$ cat config.mk
export PLATFORM = sky130hd
export DESIGN_NAME = hazard_flush_ctrl
export DESIGN_NICKNAME = d
export VERILOG_FILES = /design/src/rtl/hazard_flush_ctrl.sv
export SDC_FILE = /design/constraint.sdc
export NUM_CORES = 1
export LEC_CHECK = 0
export CORE_ASPECT_RATIO = 0.8
export CORE_UTILIZATION = 48
export DETAILED_ROUTE_END_ITERATION = 7
export PLACE_DENSITY_LB_ADDON = 0.25
export SLEW_MARGIN = 25
export SYNTH_ARGS = -nofsm -noshare
export SYNTH_HDL_FRONTEND = slang
export SYNTH_SLANG_ARGS = --single-unit
export TNS_END_PERCENT = 100
$ cat constraint.sdc
create_clock -name clk_i -period 2.4 [get_ports clk_i]
set_input_delay 0.6 -clock clk_i [delete_from_list [all_inputs] [get_ports clk_i]]
set_output_delay 0.6 -clock clk_i [all_outputs]
set_load 0.05 [all_outputs]
$ cat src/rtl/hazard_flush_ctrl.sv
// Hazard/flush controller for the 5-stage pipeline: load-use stall, taken-branch flush and
// data-memory freeze, with saturating stall/flush performance counters.
module hazard_flush_ctrl #(
    parameter int REG_W      = 5,
    parameter int LOAD_STALL = 1,
    parameter int CW         = 16
) (
    input  logic             clk_i,
    input  logic             rst_i,
    input  logic [REG_W-1:0] ifid_rs_i,
    input  logic [REG_W-1:0] ifid_rt_i,
    input  logic             ifid_uses_rt_i,
    input  logic [REG_W-1:0] idex_rt_i,
    input  logic             idex_memread_i,
    input  logic             branch_taken_i,
    input  logic             dmem_busy_i,
    input  logic             perf_clr_i,
    output logic             pc_write_o,
    output logic             ifid_write_o,
    output logic             ifid_flush_o,
    output logic             idex_flush_o,
    output logic             exmem_flush_o,
    output logic             pipe_hold_o,
    output logic             stalled_o,
    output logic [CW-1:0]    stall_cnt_o,
    output logic [CW-1:0]    flush_cnt_o
);

    typedef enum logic {RUN, LDSTALL} state_t;

    localparam logic [3:0]    LS_M1   = 4'(LOAD_STALL - 1);
    localparam logic [CW-1:0] CNT_MAX = {CW{1'b1}};

    state_t        state_reg, state_next;
    logic [3:0]    cnt_reg, cnt_next;
    logic [CW-1:0] stall_cnt_reg, flush_cnt_reg;
    logic          hazard;
    logic          stall_inc, flush_inc;

    assign hazard = idex_memread_i && (idex_rt_i != '0) &&
                    ((idex_rt_i == ifid_rs_i) || (ifid_uses_rt_i && (idex_rt_i == ifid_rt_i)));

    always_ff @(posedge clk_i or negedge rst_i) begin
        if (!rst_i) begin
            state_reg <= RUN;
            cnt_reg   <= '0;
        end else begin
            state_reg <= state_next;
            cnt_reg   <= cnt_next;
        end
    end

    // Outputs are Mealy so the pipe registers react in the same cycle the event is seen.
    always_comb begin
        state_next    = state_reg;
        cnt_next      = cnt_reg;
        stall_inc     = 1'b0;
        flush_inc     = 1'b0;
        pc_write_o    = 1'b1;
        ifid_write_o  = 1'b1;
        ifid_flush_o  = 1'b0;
        idex_flush_o  = 1'b0;
        exmem_flush_o = 1'b0;
        pipe_hold_o   = 1'b0;
        if (!rst_i) begin
            pc_write_o   = 1'b0;
            ifid_write_o = 1'b0;
        end else if (dmem_busy_i) begin
            pc_write_o   = 1'b0;
            ifid_write_o = 1'b0;
            pipe_hold_o  = 1'b1;
        end else if (branch_taken_i) begin
            // The stalled load is younger than the branch, so its pending bubbles die with it.
            ifid_flush_o  = 1'b1;
            idex_flush_o  = 1'b1;
            exmem_flush_o = 1'b1;
            flush_inc     = 1'b1;
            state_next    = RUN;
            cnt_next      = '0;
        end else if (state_reg == LDSTALL) begin
            pc_write_o   = 1'b0;
            ifid_write_o = 1'b0;
            idex_flush_o = 1'b1;
            stall_inc    = 1'b1;
            cnt_next     = cnt_reg - 4'd1;
            if (cnt_reg == 4'd1) begin
                state_next = RUN;
            end
        end else if (hazard) begin
            pc_write_o   = 1'b0;
            ifid_write_o = 1'b0;
            idex_flush_o = 1'b1;
            stall_inc    = 1'b1;
            if (LOAD_STALL > 1) begin
                state_next = LDSTALL;
                cnt_next   = LS_M1;
            end
        end
    end

    assign stalled_o = rst_i && (state_reg == LDSTALL);

    always_ff @(posedge clk_i or negedge rst_i) begin
        if (!rst_i) begin
            stall_cnt_reg <= '0;
            flush_cnt_reg <= '0;
        end else if (perf_clr_i) begin
            stall_cnt_reg <= '0;
            flush_cnt_reg <= '0;
        end else begin
            if (stall_inc && (stall_cnt_reg != CNT_MAX)) begin
                stall_cnt_reg <= stall_cnt_reg + 1'b1;
            end
            if (flush_inc && (flush_cnt_reg != CNT_MAX)) begin
                flush_cnt_reg <= flush_cnt_reg + 1'b1;
            end
        end
    end

    assign stall_cnt_o = stall_cnt_reg;
    assign flush_cnt_o = flush_cnt_reg;

endmodule

==> flow_summary.toml <==
[place]
port_buffers = 60
gp_congestion = 0.803
dpl.hpwl_um = 3910
pre_cts_ws_ns = -0.528
dpl-instance-area_um2 = 3030

[power]
clkPwrFrac = 0.370
power.density_nw_per_um2 = 390
power.internal_mw = 0.984
seq_power_share = 0.484
switching_share = 0.254
switchingPower_mw = 0.335
p_leak_nw = 1.37
peakVddDrop_v = 0.000464
power_frac_comb = 0.147

[yosys]
ys_seq_area_frac = 0.422
synthesis.nets = 271
synth_area_um2 = 2190
synth.avg_cell_area_um2 = 8.95
syn_inst = 245
ys_types = 40
synth_seq_cells = 37
ys_warn_count = 0

[grt]
grt_util_all_layers = 0.242
antenna_found_initial = 0
grt_pass1_wl_um = 9180
grt_start_max_net_pins = 22
overflow = 0
grt_pass1_vias = 1975

[timing]
hold_viol = 0
slew_violations = 0
skew_ns = 0.00746
period_share = 1.06
worst_slack_ns = -0.140
hold_ws_ns = 0.289
rsz0062_at_grt = "true"
tightest_slew_ns = 0.589
max_freq_ghz = 0.394
setup_viol = 14
relSlewSlack = 0.606
min_period_ns = 2.54

[route]
antenna_left = 0
dr_total_vias = 2181
drt_wl_total_um = 6100
drc_errors = 0
drt-initial-drc-count = 191
firstDrtPassIters = 4
vias_per_cell = 5.58
wire_per_inst_um = 15.6

[cells_and_area]
area_growth_pct = 54.3
fillers = 262
diodes = 0
seqCellArea_um2 = 926
finish.utilization = 0.790
finalNetCount = 359
fin_area_um2 = 3380
layout-drive-gt1-share = 0.275
multiInputGateArea_um2 = 1330

[run]
cap_violations = 0

[worst_hold_path]
hp-class = "input port to asynchronous set/reset pin"

[clock_tree]
cts_sinks = 37
root_buffer = "clkbuf_8"
clockBufferDepth = 2
numCtsBuffers = 5
clkLatencyLatePin_ns = 0.29
clkTransAtPathRegs_ns = 0.08
htreeDepth = 2
cts_tree = "built"

[setup_path]
worstSetupPathType = "input port to primary output"
cp_max_fo = 2
cp_slowest_cell = "or4_4"
worstPathRequired_ns = 1.80
path_cells = "buf_6, or4_4, o21a_1, nand2_2, nand2b_4, a21oi_4, buf_12"
end_kind = "primary output"
critPathLaunchType = "input port"
cpPeakStageDelay_ns = 0.51
arrival_ns = 1.94

[floorplanning]
std_cell_rows = 21
start_util = 0.512
die_h_um = 62.5
design.die.area_um2 = 4850
die_w_um = 77.6
core_um2 = 4280
pin_count = 61

[outcome]
status = "complete, but fails checks"
violations = "negative setup slack"
## placed cells by master (no fill, tap or decap), drive strengths merged, types with 9 or more instances in the layout
master,synthesis,layout
nand4,9,9
nor2,28,28
a21oi,19,19
o21ai,17,17
dfrtp,37,37
xnor2,18,18
clkdlybuf4s50,0,36
nand3,15,15
nand2,18,18
or3,12,12
buf,6,45
## cell families after synthesis
group / count (synthesis) / share of synthesized area
xor gates and xnor gates: 24 / 0.0958
buffers and inverters: 20 / 0.0502
AOI/OAI and AO/OA: 46 / 0.122
adders and majority gates: 4 / 0.0228
and+or+nand+nor: 110 / 0.266
DFF: 37 / 0.422
muxes: 4 / 0.0205
## path summary, 6_finish.rpt
kind                           startpoint         endpoint  slack [ns]  depth (start not counted)
max                          idex_rt_i[2]     ifid_write_o       -0.14                          7
max reg2reg                stall_cnt_o[3]   stall_cnt_o[9]        0.04                          8
max in group asynchronous           rst_i   stall_cnt_o[9]        1.62                          3
min                                 rst_i  stall_cnt_o[14]        0.29                          2
min in group clk_i             cnt_reg[1]       cnt_reg[1]        0.53                          2
min reg2reg                    cnt_reg[1]       cnt_reg[1]        0.53                          2
## stage by stage
step,setup TNS (ns),power [mW],instances
detailed placement,-6.61,0.829,373
floorplan,-0.320,0.726,245
global route,-2.65,1.37,391
global placement,-6.11,0.825,373
CTS,-0.472,1.31,385
finish,-0.954,1.32,391
## final cells by class
cell class / count / area share
clock buffer: 7 / 0.0285
clock inverter: 1 / 0.00148
inverter: 8 / 0.00887
multi-input combinational: 188 / 0.392
sequential: 37 / 0.274
tap: 57 / 0.0211
timing repair buffer: 93 / 0.275
## power by group through the flow
| stage | Combinational [mW] | Clock (mW) | Sequential (mW) |
|---|---|---|---|
| final | 0.193 | 0.488 | 0.638 |
| after global routing | 0.208 | 0.524 | 0.639 |
| after global placement | 0.176 | 0 | 0.649 |
| after CTS | 0.182 | 0.486 | 0.638 |
| after floorplan | 0.0733 | 0 | 0.653 |
| after detailed placement | 0.179 | 0 | 0.650 |
## routing by layer
metal | GRT usage | routed length [um] | share of wire
met4 | 0.0825 | 102 | 0.017
met3 | 0.0540 | 350 | 0.057
met5 | 0 | 0 | 0
met2 | 0.392 | 2900 | 0.48
met1 | 0.320 | 2750 | 0.45
## cells in the mapped netlist, drive strengths merged
master | number | area (um2)
buf | 6 | 57.5
o41ai | 1 | 8.76
nand4 | 9 | 62.6
o22ai | 1 | 6.26
nor2 | 28 | 105
clkbuf | 6 | 22.5
dfrtp | 37 | 926
mux2 | 1 | 15.0
o21ba | 1 | 10.0
xnor2 | 18 | 158
or4 | 5 | 37.5
nor4b | 1 | 23.8
xor2 | 6 | 52.6
nand3b | 1 | 7.51
and2 | 3 | 18.8
nor4 | 3 | 25.0
or3 | 12 | 75.1
o21ai | 17 | 88.8
o21a | 2 | 15.0
and3 | 4 | 25.0
nand2b | 2 | 12.5
ha | 4 | 50.1
a21oi | 19 | 95.1
o31a | 1 | 8.76
nor2b | 1 | 6.26
nand3 | 15 | 75.1
nor3 | 7 | 35.0
nand2 | 18 | 67.6
inv | 8 | 30.0
a22oi | 1 | 12.5
o31ai | 3 | 22.5
mux2i | 3 | 30.0
nor3b | 1 | 7.51
## critical path: cells and delay by family
family	cells	cell delay, ns
compound gates	2	0.40
simple gates	3	0.67
buf+inv	2	0.26
## timing repair
item | in CTS | in global routing
setup endpoints to repair | 17 | 14
cloned | 0 | 2
hold buffers | 0 | 0
gates resized for setup | 42 | 41
pin swaps | 17 | 23
setup buffers | 4 | 4
(Power assumes the default switching activity.)
